[config.mk]
export PLATFORM = sky130hd
export DESIGN_NAME = addsub_arbiter
export DESIGN_NICKNAME = d
export VERILOG_FILES = /design/src/rtl/addsub_arbiter.sv
export SDC_FILE = /design/constraint.sdc
export NUM_CORES = 1
export LEC_CHECK = 0
export CAP_MARGIN = 40
export CORE_MARGIN = 5
export CORE_UTILIZATION = 40
export CTS_CLUSTER_DIAMETER = 200
export CTS_CLUSTER_SIZE = 30
export DETAILED_ROUTE_END_ITERATION = 10
export GPL_ROUTABILITY_DRIVEN = 0
export PLACE_DENSITY = 0.71
export SYNTH_ARGS = -nofsm -noshare
export SYNTH_HDL_FRONTEND = slang
export SYNTH_SLANG_ARGS = --single-unit
[constraint.sdc]
create_clock -name clk_i -period 14.6 [get_ports clk_i]
set_input_delay 2.19 -clock clk_i [delete_from_list [all_inputs] [get_ports clk_i]]
set_output_delay 2.19 -clock clk_i [all_outputs]
set_load 0.02 [all_outputs]
[src/rtl/addsub_arbiter.sv]
// Round-robin front end that time-shares one adder/subtractor among N_REQ requesters.
// Accepts one operation per cycle and returns the tagged result two cycles later.

module adder_substractor #(
  parameter int WIDTH = 32
) (
  input  logic [WIDTH-1:0] a_i,
  input  logic [WIDTH-1:0] b_i,
  input  logic             select_i,
  output logic [WIDTH-1:0] bus_o,
  output logic             flag_v_o
);
  logic operands_differ;
  logic result_sign_flip;

  assign bus_o = select_i ? (a_i - b_i) : (a_i + b_i);
  assign operands_differ  = a_i[WIDTH-1] ^ b_i[WIDTH-1];
  assign result_sign_flip = bus_o[WIDTH-1] ^ a_i[WIDTH-1];
  // Add overflows on like signs, subtract on unlike signs, when the result sign leaves A's.
  assign flag_v_o = result_sign_flip & (select_i ? operands_differ : ~operands_differ);
endmodule

module addsub_arbiter #(
  parameter int WIDTH = 32,
  parameter int N_REQ = 4,
  parameter int ID_W  = $clog2(N_REQ)
) (
  input  logic                   clk_i,
  input  logic                   rst_i,
  input  logic [N_REQ-1:0]       req_valid_i,
  input  logic [N_REQ*WIDTH-1:0] req_a_i,
  input  logic [N_REQ*WIDTH-1:0] req_b_i,
  input  logic [N_REQ-1:0]       req_sub_i,
  output logic [N_REQ-1:0]       req_ready_o,
  output logic [N_REQ-1:0]       rsp_valid_o,
  output logic [ID_W-1:0]        rsp_id_o,
  output logic [WIDTH-1:0]       rsp_bus_o,
  output logic                   rsp_flag_v_o
);
  localparam logic [ID_W:0]   N_REQ_W = (ID_W+1)'(N_REQ);
  localparam logic [ID_W-1:0] LAST_ID = ID_W'(N_REQ - 1);

  logic [WIDTH-1:0] a_arr [N_REQ];
  logic [WIDTH-1:0] b_arr [N_REQ];

  logic [ID_W-1:0]  prio_reg;
  logic [ID_W-1:0]  grant_idx;
  logic [ID_W:0]    cand_sum;
  logic [ID_W-1:0]  cand_idx;
  logic             grant_any;

  logic             s1_valid_reg;
  logic [WIDTH-1:0] s1_a_reg;
  logic [WIDTH-1:0] s1_b_reg;
  logic             s1_sub_reg;
  logic [ID_W-1:0]  s1_id_reg;

  logic [N_REQ-1:0] rsp_valid_reg;
  logic [ID_W-1:0]  rsp_id_reg;
  logic [WIDTH-1:0] rsp_bus_reg;
  logic             rsp_flag_reg;

  logic [WIDTH-1:0] exec_bus;
  logic             exec_flag;

  genvar gi;
  generate
    for (gi = 0; gi < N_REQ; gi++) begin : g_req
      assign a_arr[gi]       = req_a_i[gi*WIDTH +: WIDTH];
      assign b_arr[gi]       = req_b_i[gi*WIDTH +: WIDTH];
      assign req_ready_o[gi] = grant_any && (grant_idx == ID_W'(gi));
    end
  endgenerate

  // Scan from lowest priority to highest so the highest-priority valid requester wins.
  always_comb begin
    grant_idx = prio_reg;
    cand_sum  = '0;
    cand_idx  = '0;
    for (int j = N_REQ - 1; j >= 0; j--) begin
      cand_sum = {1'b0, prio_reg} + (ID_W+1)'(j);
      cand_idx = (cand_sum >= N_REQ_W) ? ID_W'(cand_sum - N_REQ_W) : ID_W'(cand_sum);
      if (req_valid_i[cand_idx]) begin
        grant_idx = cand_idx;
      end
    end
  end

  assign grant_any = (|req_valid_i) && !rst_i;

  adder_substractor #(
    .WIDTH (WIDTH)
  ) u_addsub (
    .a_i      (s1_a_reg),
    .b_i      (s1_b_reg),
    .select_i (s1_sub_reg),
    .bus_o    (exec_bus),
    .flag_v_o (exec_flag)
  );

  always_ff @(posedge clk_i) begin
    if (rst_i) begin
      prio_reg      <= '0;
      s1_valid_reg  <= 1'b0;
      rsp_valid_reg <= '0;
      rsp_id_reg    <= '0;
      rsp_bus_reg   <= '0;
      rsp_flag_reg  <= 1'b0;
    end else begin
      s1_valid_reg <= grant_any;
      if (grant_any) begin
        prio_reg <= (grant_idx == LAST_ID) ? '0 : grant_idx + ID_W'(1);
      end
      rsp_valid_reg <= '0;
      if (s1_valid_reg) begin
        rsp_valid_reg[s1_id_reg] <= 1'b1;
        rsp_id_reg               <= s1_id_reg;
        rsp_bus_reg              <= exec_bus;
        rsp_flag_reg             <= exec_flag;
      end
    end
  end

  // Operand registers are only meaningful while s1_valid_reg is set, so they need no reset.
  always_ff @(posedge clk_i) begin
    if (grant_any) begin
      s1_a_reg   <= a_arr[grant_idx];
      s1_b_reg   <= b_arr[grant_idx];
      s1_sub_reg <= req_sub_i[grant_idx];
      s1_id_reg  <= grant_idx;
    end
  end

  // A pulse already in the output register is suppressed while reset is high,
  // so operations caught by a reset never surface.
  assign rsp_valid_o  = rsp_valid_reg & {N_REQ{~rst_i}};
  assign rsp_id_o     = rsp_id_reg;
  assign rsp_bus_o    = rsp_bus_reg;
  assign rsp_flag_v_o = rsp_flag_reg;
endmodule

==> flow_metrics.env <==
export IMPL_status="completed"
export IMPL_cts_tree="done"
export IMPL_firstDrtPassIters=5
export IMPL_syn_cell_area_um2=8040
export IMPL_dp_cells=1555
export IMPL_initial_core_util_pct=41.0
export IMPL_yosysWarnings=0
export IMPL_synth_xor_area_share_pct=5.22
export IMPL_ant_nets=0
export IMPL_ys_async_sr_fraction_pct=0
export IMPL_synth_top_area_share_pct=25.0
export IMPL_multi_input_area_um2=4880
export IMPL_hpwl_um=21300
export IMPL_min_path_type="register to register"
export IMPL_grt_pass1_wl_um=41900
export IMPL_clock_skew_ps=9.66
export IMPL_vdd_ir_drop_max_uv=58.8
export IMPL_worst_slack_ps=6940
export IMPL_crit_arrival_ps=5470
export IMPL_area_growth_pct=45.2
export IMPL_worstMarginPinSlew_ps=890
export IMPL_core_um2=19600
export IMPL_timing_setup_tns_ps=0
export IMPL_period_needed_ps=7660
export IMPL_cp_start_kind="primary input"
export IMPL_slew_violations=0
export IMPL_clk_pin_slew_ps=70
export IMPL_synthAdderAreaFrac_pct=5.85
export IMPL_muxShareOfSynthArea_pct=1.49
export IMPL_num_rows=51
export IMPL_critical_path_class="primary input to output pin"
export IMPL_worst_ep_required_time_ps=12410
export IMPL_powerDensity_nw_per_um2=157
export IMPL_overflow=0
export IMPL_syn_area_per_cell_um2=7.78
export IMPL_final_period_utilization_pct=52.5
export IMPL_die_w_um=152
export IMPL_place_ws_ps=6990
export IMPL_hold_violations=0
export IMPL_utilization_pct=59.6
export IMPL_drv_cap=0
export IMPL_ios=309
export IMPL_synth_cell_type_count=66
export IMPL_syn_nets=1336
export IMPL_viasPerCell=5.30
export IMPL_die_area_um2=23000
export IMPL_die_y_um=152
export IMPL_grt_pass1_vias=8017
export IMPL_clock_path_buffers=2
export IMPL_synth_seq_cells=109
export IMPL_yosys_area_top_type="edfxtp_1"
export IMPL_grt_start_max_net_pins=83
export IMPL_ys_flop_type="edfxtp_1"
export IMPL_cts_hold_buf=0
export IMPL_first_iter_violations=540
export IMPL_fmax_mhz=131
export IMPL_netlist_instances=1033
export IMPL_clock_sinks=109
export IMPL_drc=0
export IMPL_post_cts_buffers=0
export IMPL_clkPwrFrac_pct=13.9
export IMPL_portBuffers=308
export IMPL_synth_area_leaders="edfxtp_1 (25%), nand2_1 (14%), dfxtp_1 (10%)"
export IMPL_synth_edff_count=67
export IMPL_slew_headroom_pct=40.7
export IMPL_path_max_fanout=82
export IMPL_layout_drive_gt1_share_pct=3.60
export IMPL_num_vias=8330
export IMPL_fillers=1789
export IMPL_seq_area_frac_synth_pct=35.5
export IMPL_groute_usage_overall_pct=23.1
export IMPL_seq_area_um2=2850
export IMPL_cts_root_buf="clkbuf_16"
export IMPL_p_comb_share_pct=59.4
export IMPL_layout_nets=1604
export IMPL_p_int_w=0.00105
export IMPL_p_leak_nw=4.77
export IMPL_synth_top_family_by_area="simple AND/OR/NAND/NOR gates"
export IMPL_cts_max_level=3
export IMPL_p_sw_w=0.000786
export IMPL_synthSimpleGateAreaFrac_pct=29.4
export IMPL_swShare_pct=42.8
export IMPL_wire_per_inst_um=17.2
export IMPL_synth_compound_area_share_pct=18.4
export IMPL_end_kind="output pin"
export IMPL_stdcell_count=1572
export IMPL_setup_violations=0
export IMPL_rsz0062_at_grt="no"
export IMPL_cts_buffers=9
export IMPL_routed_wl_um=27000
export IMPL_antenna_found_initial=2
export IMPL_cts_resized=0
export IMPL_clkLatencyLatePin_ps=350
export IMPL_holdWs_ps=465
export IMPL_seqPwrFrac_pct=26.7
## area by class of cell
cell class / instances / share of cell area, %
multi-input combinational: 837 / 41.8
timing repair buffer: 318 / 27.3
sequential: 109 / 24.4
tap: 265 / 2.84
clock buffer: 13 / 2.51
inverter: 26 / 0.858
clock inverter: 3 / 0.193
antenna: 1 / 0.0214
## synthesized netlist by cell type (6+ instances only)
| cell | instances |
|---|---|
| nand2_1 | 292 |
| and3_1 | 74 |
| a31oi_1 | 73 |
| edfxtp_1 | 67 |
| a21oi_1 | 61 |
| nor2_1 | 60 |
| clkbuf_1 | 56 |
| dfxtp_1 | 42 |
| xnor2_1 | 39 |
| ha_1 | 36 |
| inv_1 | 25 |
| a21o_1 | 22 |
| o21ai_0 | 20 |
| nor3_1 | 18 |
| mux2i_1 | 12 |
| nor2b_1 | 11 |
| a211oi_1 | 10 |
| and2_1 | 10 |
| nand3_1 | 10 |
| xor2_1 | 7 |
| nand2b_1 | 6 |
| or3_1 | 6 |
## per-layer routing
layer / global-route usage [%] / vias to the layer above / share of wire [%]
met5: 0 / - / 0.026
met4: 6.60 / 2 / 2.1
met3: 4.43 / 38 / 7.3
met2: 37.7 / 292 / 47
met1: 31.3 / 3804 / 43
li1: - / 4194 / -
## logic make-up (layout without fill, tap and decap cells)
group | Yosys count | after routing
mux | 12 | 12
compound gates | 227 | 227
other cells | 0 | 1
simple gates | 514 | 514
buf+inv | 87 | 360
flops | 109 | 109
xor+xnor | 47 | 47
fa+ha+maj | 37 | 37
## per-stage QoR
step / total power (W) / cell area [um^2]
finish: 0.00184 / 11700
global route: 0.00198 / 11700
CTS: 0.00184 / 11700
detailed placement: 0.00158 / 11400
global placement: 0.00156 / 11300
floorplan: 0.00121 / 8040
## power groups by stage
stage               logic [W]  clock network, W  registers (W)
floorplan            0.000687                 0       0.000526
finish                0.00109          0.000255       0.000490
detailed placement    0.00108                 0       0.000497
global placement      0.00106                 0       0.000497
CTS                   0.00109          0.000260       0.000491
global route          0.00120          0.000271       0.000501
## cell usage in the layout, fill, tap and decap left out, types with 3 or more instances in the layout
| master | instances |
|---|---|
| xor2_1 | 7 |
| nand3b_1 | 3 |
| or3_1 | 6 |
| edfxtp_1 | 67 |
| buf_4 | 7 |
| a31oi_1 | 73 |
| a21boi_0 | 4 |
| ha_1 | 36 |
| nor2_1 | 59 |
| a21oi_1 | 61 |
| a211oi_1 | 10 |
| nand2_1 | 292 |
| o21ai_0 | 20 |
| nor4_1 | 4 |
| and3_1 | 74 |
| inv_1 | 24 |
| clkbuf_16 | 11 |
| mux2i_1 | 12 |
| nor3b_1 | 4 |
| and2_1 | 10 |
| a2111oi_2 | 3 |
| clkdlybuf4s50_1 | 307 |
| nor2b_1 | 11 |
| dfxtp_1 | 42 |
| nor3_1 | 18 |
| xnor2_1 | 39 |
| a21o_1 | 22 |
| o22ai_1 | 3 |
| nand4_1 | 4 |
| nand2b_1 | 6 |
| nand3_1 | 10 |
## path summary, 6_finish.rpt
path,start,end,slack (ps),cells after the start
max,req_valid_i[2],req_ready_o[2],6940,9
min,rsp_bus_o[20],rsp_bus_o[20],470,2
max reg2reg,s1_b_reg[0],rsp_flag_v_o,10050,17
min reg2reg,rsp_bus_o[20],rsp_bus_o[20],470,2
## worst max-delay path: stages
cell	delay [ps]
clkdlybuf4s50_1	550
nor2b_1	230
o21ai_0	160
o21ai_4	90
buf_4	490
buf_4	740
ha_1	250
and2_1	110
clkdlybuf4s50_1	610
Power figures use the tool's default switching activity.
